<file path="config.mk">
export PLATFORM = sky130hd
export DESIGN_NAME = fpga_test_port_arbiter
export DESIGN_NICKNAME = d
export VERILOG_FILES = /design/src/rtl/fpga_test_port_arbiter.sv
export SDC_FILE = /design/constraint.sdc
export NUM_CORES = 1
export LEC_CHECK = 0
export CAP_MARGIN = 10
export CORE_AREA = 3 3 68 70
export DETAILED_ROUTE_END_ITERATION = 10
export DIE_AREA = 0 0 71 73
export GPL_ROUTABILITY_DRIVEN = 0
export PLACE_DENSITY = 0.83
export SLEW_MARGIN = 40
export SYNTH_ARGS = -nofsm -noshare
export SYNTH_HDL_FRONTEND = slang
export SYNTH_SLANG_ARGS = --single-unit
</file>
<file path="constraint.sdc">
create_clock -name i_CLK -period 5 [get_ports i_CLK]
set_input_delay 1 -clock i_CLK [delete_from_list [all_inputs] [get_ports i_CLK]]
set_output_delay 1 -clock i_CLK [all_outputs]
set_load 0.05 [all_outputs]
</file>
<file path="src/rtl/fpga_test_port_arbiter.sv">
// Round-robin arbiter that hands a shared 8-bit FPGA test port to one of
// four requesters at a time.
//
// Ports:
//   i_CLK         clock, all logic on the rising edge
//   i_RESET_n     asynchronous active-low reset
//   iv_REQ[3:0]   per-requester request, held high for the whole ownership
//   iv_DATA[31:0] packed per-requester test data, requester k on [8k+7:8k]
//   ov_GNT[3:0]   one-hot grant, or zero
//   ov_OWNER[1:0] index of the current or last owner
//   ov_FPGA_TEST  registered shared test-port value
//   o_LED         high while a grant is active
//   o_TIMEOUT     one-cycle pulse when a grant is revoked by the timer
//
// Parameters:
//   TIMEOUT_CYCLES  maximum grant length in cycles, 0 disables the timeout
//   IDLE_VALUE      value driven on ov_FPGA_TEST when nobody owns the port

module fpga_test_port_arbiter #(
    parameter logic [15:0] TIMEOUT_CYCLES = 16'd1000,
    parameter logic [7:0]  IDLE_VALUE     = 8'h00
) (
    input  logic        i_CLK,
    input  logic        i_RESET_n,
    input  logic [3:0]  iv_REQ,
    input  logic [31:0] iv_DATA,
    output logic [3:0]  ov_GNT,
    output logic [1:0]  ov_OWNER,
    output logic [7:0]  ov_FPGA_TEST,
    output logic        o_LED,
    output logic        o_TIMEOUT
);

    typedef enum logic [1:0] {
        StIdle,
        StGrant,
        StGap
    } state_e;

    state_e      state_q, state_d;
    logic [3:0]  gnt_q, gnt_d;
    logic [1:0]  owner_q, owner_d;
    logic [7:0]  test_q, test_d;
    logic [15:0] timer_q, timer_d;
    logic [3:0]  block_q, block_d;
    logic        timeout_q, timeout_d;
    // Goes high on the first edge after reset release, so the earliest
    // possible grant is on the second edge.
    logic        rdy_q;

    logic [3:0]  elig;
    logic        found;
    logic [1:0]  winner;
    logic [1:0]  idx;
    logic        owner_req;
    logic [7:0]  owner_slice;

    assign elig        = iv_REQ & ~block_q;
    assign owner_req   = iv_REQ[owner_q];
    assign owner_slice = iv_DATA[{owner_q, 3'b000} +: 8];

    // Round-robin search starting just after the last owner.
    always_comb begin
        found  = 1'b0;
        winner = owner_q;
        idx    = '0;
        for (int i = 0; i < 4; i++) begin
            idx = owner_q + 2'(i + 1);
            if (!found && elig[idx]) begin
                found  = 1'b1;
                winner = idx;
            end
        end
    end

    always_comb begin
        state_d   = state_q;
        gnt_d     = gnt_q;
        owner_d   = owner_q;
        test_d    = IDLE_VALUE;
        timer_d   = timer_q;
        timeout_d = 1'b0;
        // A block flag only clears once its request is seen low.
        block_d   = block_q & iv_REQ;

        unique case (state_q)
            StIdle: begin
                if (rdy_q && found) begin
                    state_d = StGrant;
                    gnt_d   = 4'b0001 << winner;
                    owner_d = winner;
                    timer_d = '0;
                end
            end
            StGrant: begin
                timer_d = timer_q + 16'd1;
                if (!owner_req) begin
                    // A release wins over a coincident timeout.
                    state_d = StGap;
                    gnt_d   = '0;
                end else if ((TIMEOUT_CYCLES != 16'd0) &&
                             (timer_q == TIMEOUT_CYCLES - 16'd1)) begin
                    state_d          = StGap;
                    gnt_d            = '0;
                    timeout_d        = 1'b1;
                    block_d[owner_q] = 1'b1;
                end else begin
                    test_d = owner_slice;
                end
            end
            StGap: begin
                state_d = StIdle;
            end
            default: begin
                state_d = StIdle;
                gnt_d   = '0;
            end
        endcase
    end

    always_ff @(posedge i_CLK or negedge i_RESET_n) begin
        if (!i_RESET_n) begin
            state_q   <= StIdle;
            gnt_q     <= '0;
            owner_q   <= 2'd3;
            test_q    <= IDLE_VALUE;
            timer_q   <= '0;
            block_q   <= '0;
            timeout_q <= 1'b0;
            rdy_q     <= 1'b0;
        end else begin
            state_q   <= state_d;
            gnt_q     <= gnt_d;
            owner_q   <= owner_d;
            test_q    <= test_d;
            timer_q   <= timer_d;
            block_q   <= block_d;
            timeout_q <= timeout_d;
            rdy_q     <= 1'b1;
        end
    end

    assign ov_GNT       = gnt_q;
    assign ov_OWNER     = owner_q;
    assign ov_FPGA_TEST = test_q;
    assign o_LED        = |gnt_q;
    assign o_TIMEOUT    = timeout_q;

endmodule

</file>
==> run metrics <==
gr ovfl total=0; count of pins over their slew limit=0; RSZ-0062 raised after global routing=false; post-CTS sizing=0; via count=1699; commonest cells after routing, fill and taps aside=clkdlybuf4s50_1, dfrtp_1, nand2_1, o21ai_0, and2b_1; clock sink count=38; clk buf depth=2; hold buffer count at CTS=0; dpl cell area=0.00268 mm2; DRT Pass-1 Iters=4; CP startpoint kind=flip-flop; CP Max Fanout=21; # setup viols final=0; Area Growth Syn to Fin=31.1%; Cell variety after synth=48; syn nets=229; CP top delay family=buffers and inverters; run status=finished clean; final instance area=0.00279 mm2; ys async rst share=100%; post-synthesis register bit count=38; worst-margin pin slew=0.523 ns; number of max-cap violations=0; final hold violation count=0; Worst VDD drop=~0.0006 V; Crit path required time=4.00 ns; worst hold path class=reg -> reg; DR vias/cell=5.84; CTS clk-pin slew, worst paths=0.07 ns; worst r2r dst=ov_GNT[1]$_DFFE_PN0P_; Num CTS Buffers=5; reg2reg path depth=7; Initial Util=52.9%; I/O pin total=between 50 and 60; CTS tree=built; die width=between 70 and 80 um; largest area contributor in the netlist=dfrtp_1; commonest non-fill, non-tap cell in the layout=clkdlybuf4s50_1; Leakage Power=1.23 nW; Pwr Density=~500 mW/mm2; vias in the first global route=1579; layout cells sized above 1=9.54%; most common flop cell mapped by yosys=dfrtp_1; Max-slew headroom=roughly 65%; Residual DRC=0; Final WS setup=just under 2 ns; Mean Syn Cell Area=11.4 um2; Yosys top cell area share=between 40% and 50%; final wirelength=a little under 5000 um; reg2reg start=ov_OWNER[0]$_DFFE_PN1P_; Max Freq=327 MHz; Util after Layout=69.3%; Die Y=73 um; Total GRT Usage=19.6%; Largest stage delay, worst path=0.91 ns; minimum clock period=a little over 3 ns; row count=23; CP arrival=2.06 ns; Root Buffer Master=clkbuf_8; Worst Min Path Start=timer_q[9]$_DFFE_PN0P_; Post-DP HPWL=3700 um; Sequential Area=953 um2; CORE AREA=0.00403 mm2; Ys Warns=0; setup TNS=0 ns; Port-buffer cells=53; WHS=0.483 ns; final clock period utilization by the worst path=61.2%; post-route antenna net violation count=0; fill count=299; Hold Path End=timer_q[9]$_DFFE_PN0P_; clock skew=0.00983 ns; # nets final=283; Worst Path Buf+Inv=1; area occupied by multi-input gates=0.00113 mm2; largest net degree at the start of global routing=39; first-pass GRT wire length=7820 um; Synth area leaders=dfrtp_1, mux4_1, mux4_2; H-tree depth=2; setup slack, reg-to-reg=2.58 ns; Seq/Total Area, Yosys=between 40% and 50%; synthesized area=0.00213 mm2; Hold Path Cell Cnt=1; CP Class=reg -> out; number of DRC markers in iteration 0=between 70 and 80; Clock Latency Late Sink=approximately 0.3 ns; Syn Inst Count=186; CP Capture Type=output port; worst path cell trace=clkdlybuf4s50_1; Crit-path slowest cell=clkdlybuf4s50_1; die area=between 0.005 and 0.006 mm2; antenna diode count=0; total setup buffers inserted after CTS=0; Post-synth EDFFs=0; routed length per instance=17.0 um; initial antenna violation count=0; pre-CTS WS=2.16 ns
[sequential cells by signal (all words and copies together) (netlist names)]
name and cells:
ov_FPGA_TEST 8, timer_q 16, block_q 4, ov_OWNER 2
state_q 2, ov_GNT 4, o_TIMEOUT 1, rdy_q 1
[power by group]
| part | switching (W) | internal (W) |
|---|---|---|
| clock network | 0.000108 | 0.000149 |
| logic | 0.000412 | 0.000293 |
| registers | 0.0000907 | 0.000373 |
[cells by family after synthesis]
| logic type | share of synthesized area (%) |
|---|---|
| AO/OA/AOI/OAI | 14.5 |
| other | 0.176 |
| AND/OR/NAND/NOR | 21.2 |
| flip-flops | 44.8 |
| buffers and inverters | 2.00 |
| multiplexers | 13.3 |
| XOR/XNOR | 1.23 |
| adder cells (fa/ha/maj) | 2.94 |
[worst register-to-register path: stages, from the launching register on]
cell and delay, ns:
dfstp_2 0.85, inv_1 0.19, ha_1 0.43, nor4bb_1 0.23, a31oi_1 0.10, a31oi_2 0.25
nor2_4 0.05, a22o_1 0.20
[worst max-delay path by stage]
stage | cells after the start | startpoint | to | slack [ns]
final | 1 | ov_OWNER[0]$_DFFE_PN1P_ | ov_OWNER[0] | 1.94
after global routing | 1 | ov_OWNER[0]$_DFFE_PN1P_ | ov_OWNER[0] | 1.88
after CTS | 1 | ov_OWNER[0]$_DFFE_PN1P_ | ov_OWNER[0] | 1.93
after detailed placement | 6 | iv_REQ[3] | timer_q[2]$_DFFE_PN0P_ | 2.16
after global placement | 6 | iv_REQ[3] | timer_q[7]$_DFFE_PN0P_ | 2.25
after floorplan | 1 | ov_GNT[1]$_DFFE_PN0P_ | o_LED | 2.61
[per-layer routing]
metal / vias to the layer above / GRT usage, % / routed length (um)
li1: 812 / - / -
met1: 840 / 25.9 / 2140
met2: 39 / 31.7 / 2520
met3: 8 / 5.51 / 223
met4: 0 / 5.43 / 54
met5: - / 0 / 0
[through the flow]
step	total power [W]	instances
after floorplan	0.000969	186
after global placement	0.00116	283
after detailed placement	0.00117	283
after CTS	0.00143	291
after global routing	0.00151	291
final	0.00143	291
[synth_stat cells, drive strengths merged (2+ instances only)]
cell	instances
and3	7
nand2	17
dfstp	2
nor2	9
inv	2
a21oi	3
a31oi	4
o31ai	2
mux4	9
nand4	6
nand2b	5
a22o	6
dfrtp	36
xnor2	2
or2b	2
buf	5
and4	3
and2b	10
o21ai	18
a41oi	2
ha	5
a22oi	2
nor2b	2
mux2i	5
nand3	8
o2bb2ai	2
[layout make-up]
class / count / share of cell area (%)
Clock buffer: 7 / 2.73
Clock inverter: 1 / 1.08
Inverter: 2 / 0.269
Multi-Input combinational cell: 140 / 40.6
Sequential cell: 38 / 34.2
Tap cell: 50 / 2.24
Timing Repair Buffer: 53 / 18.9
Power figures use the tool's default switching activity.
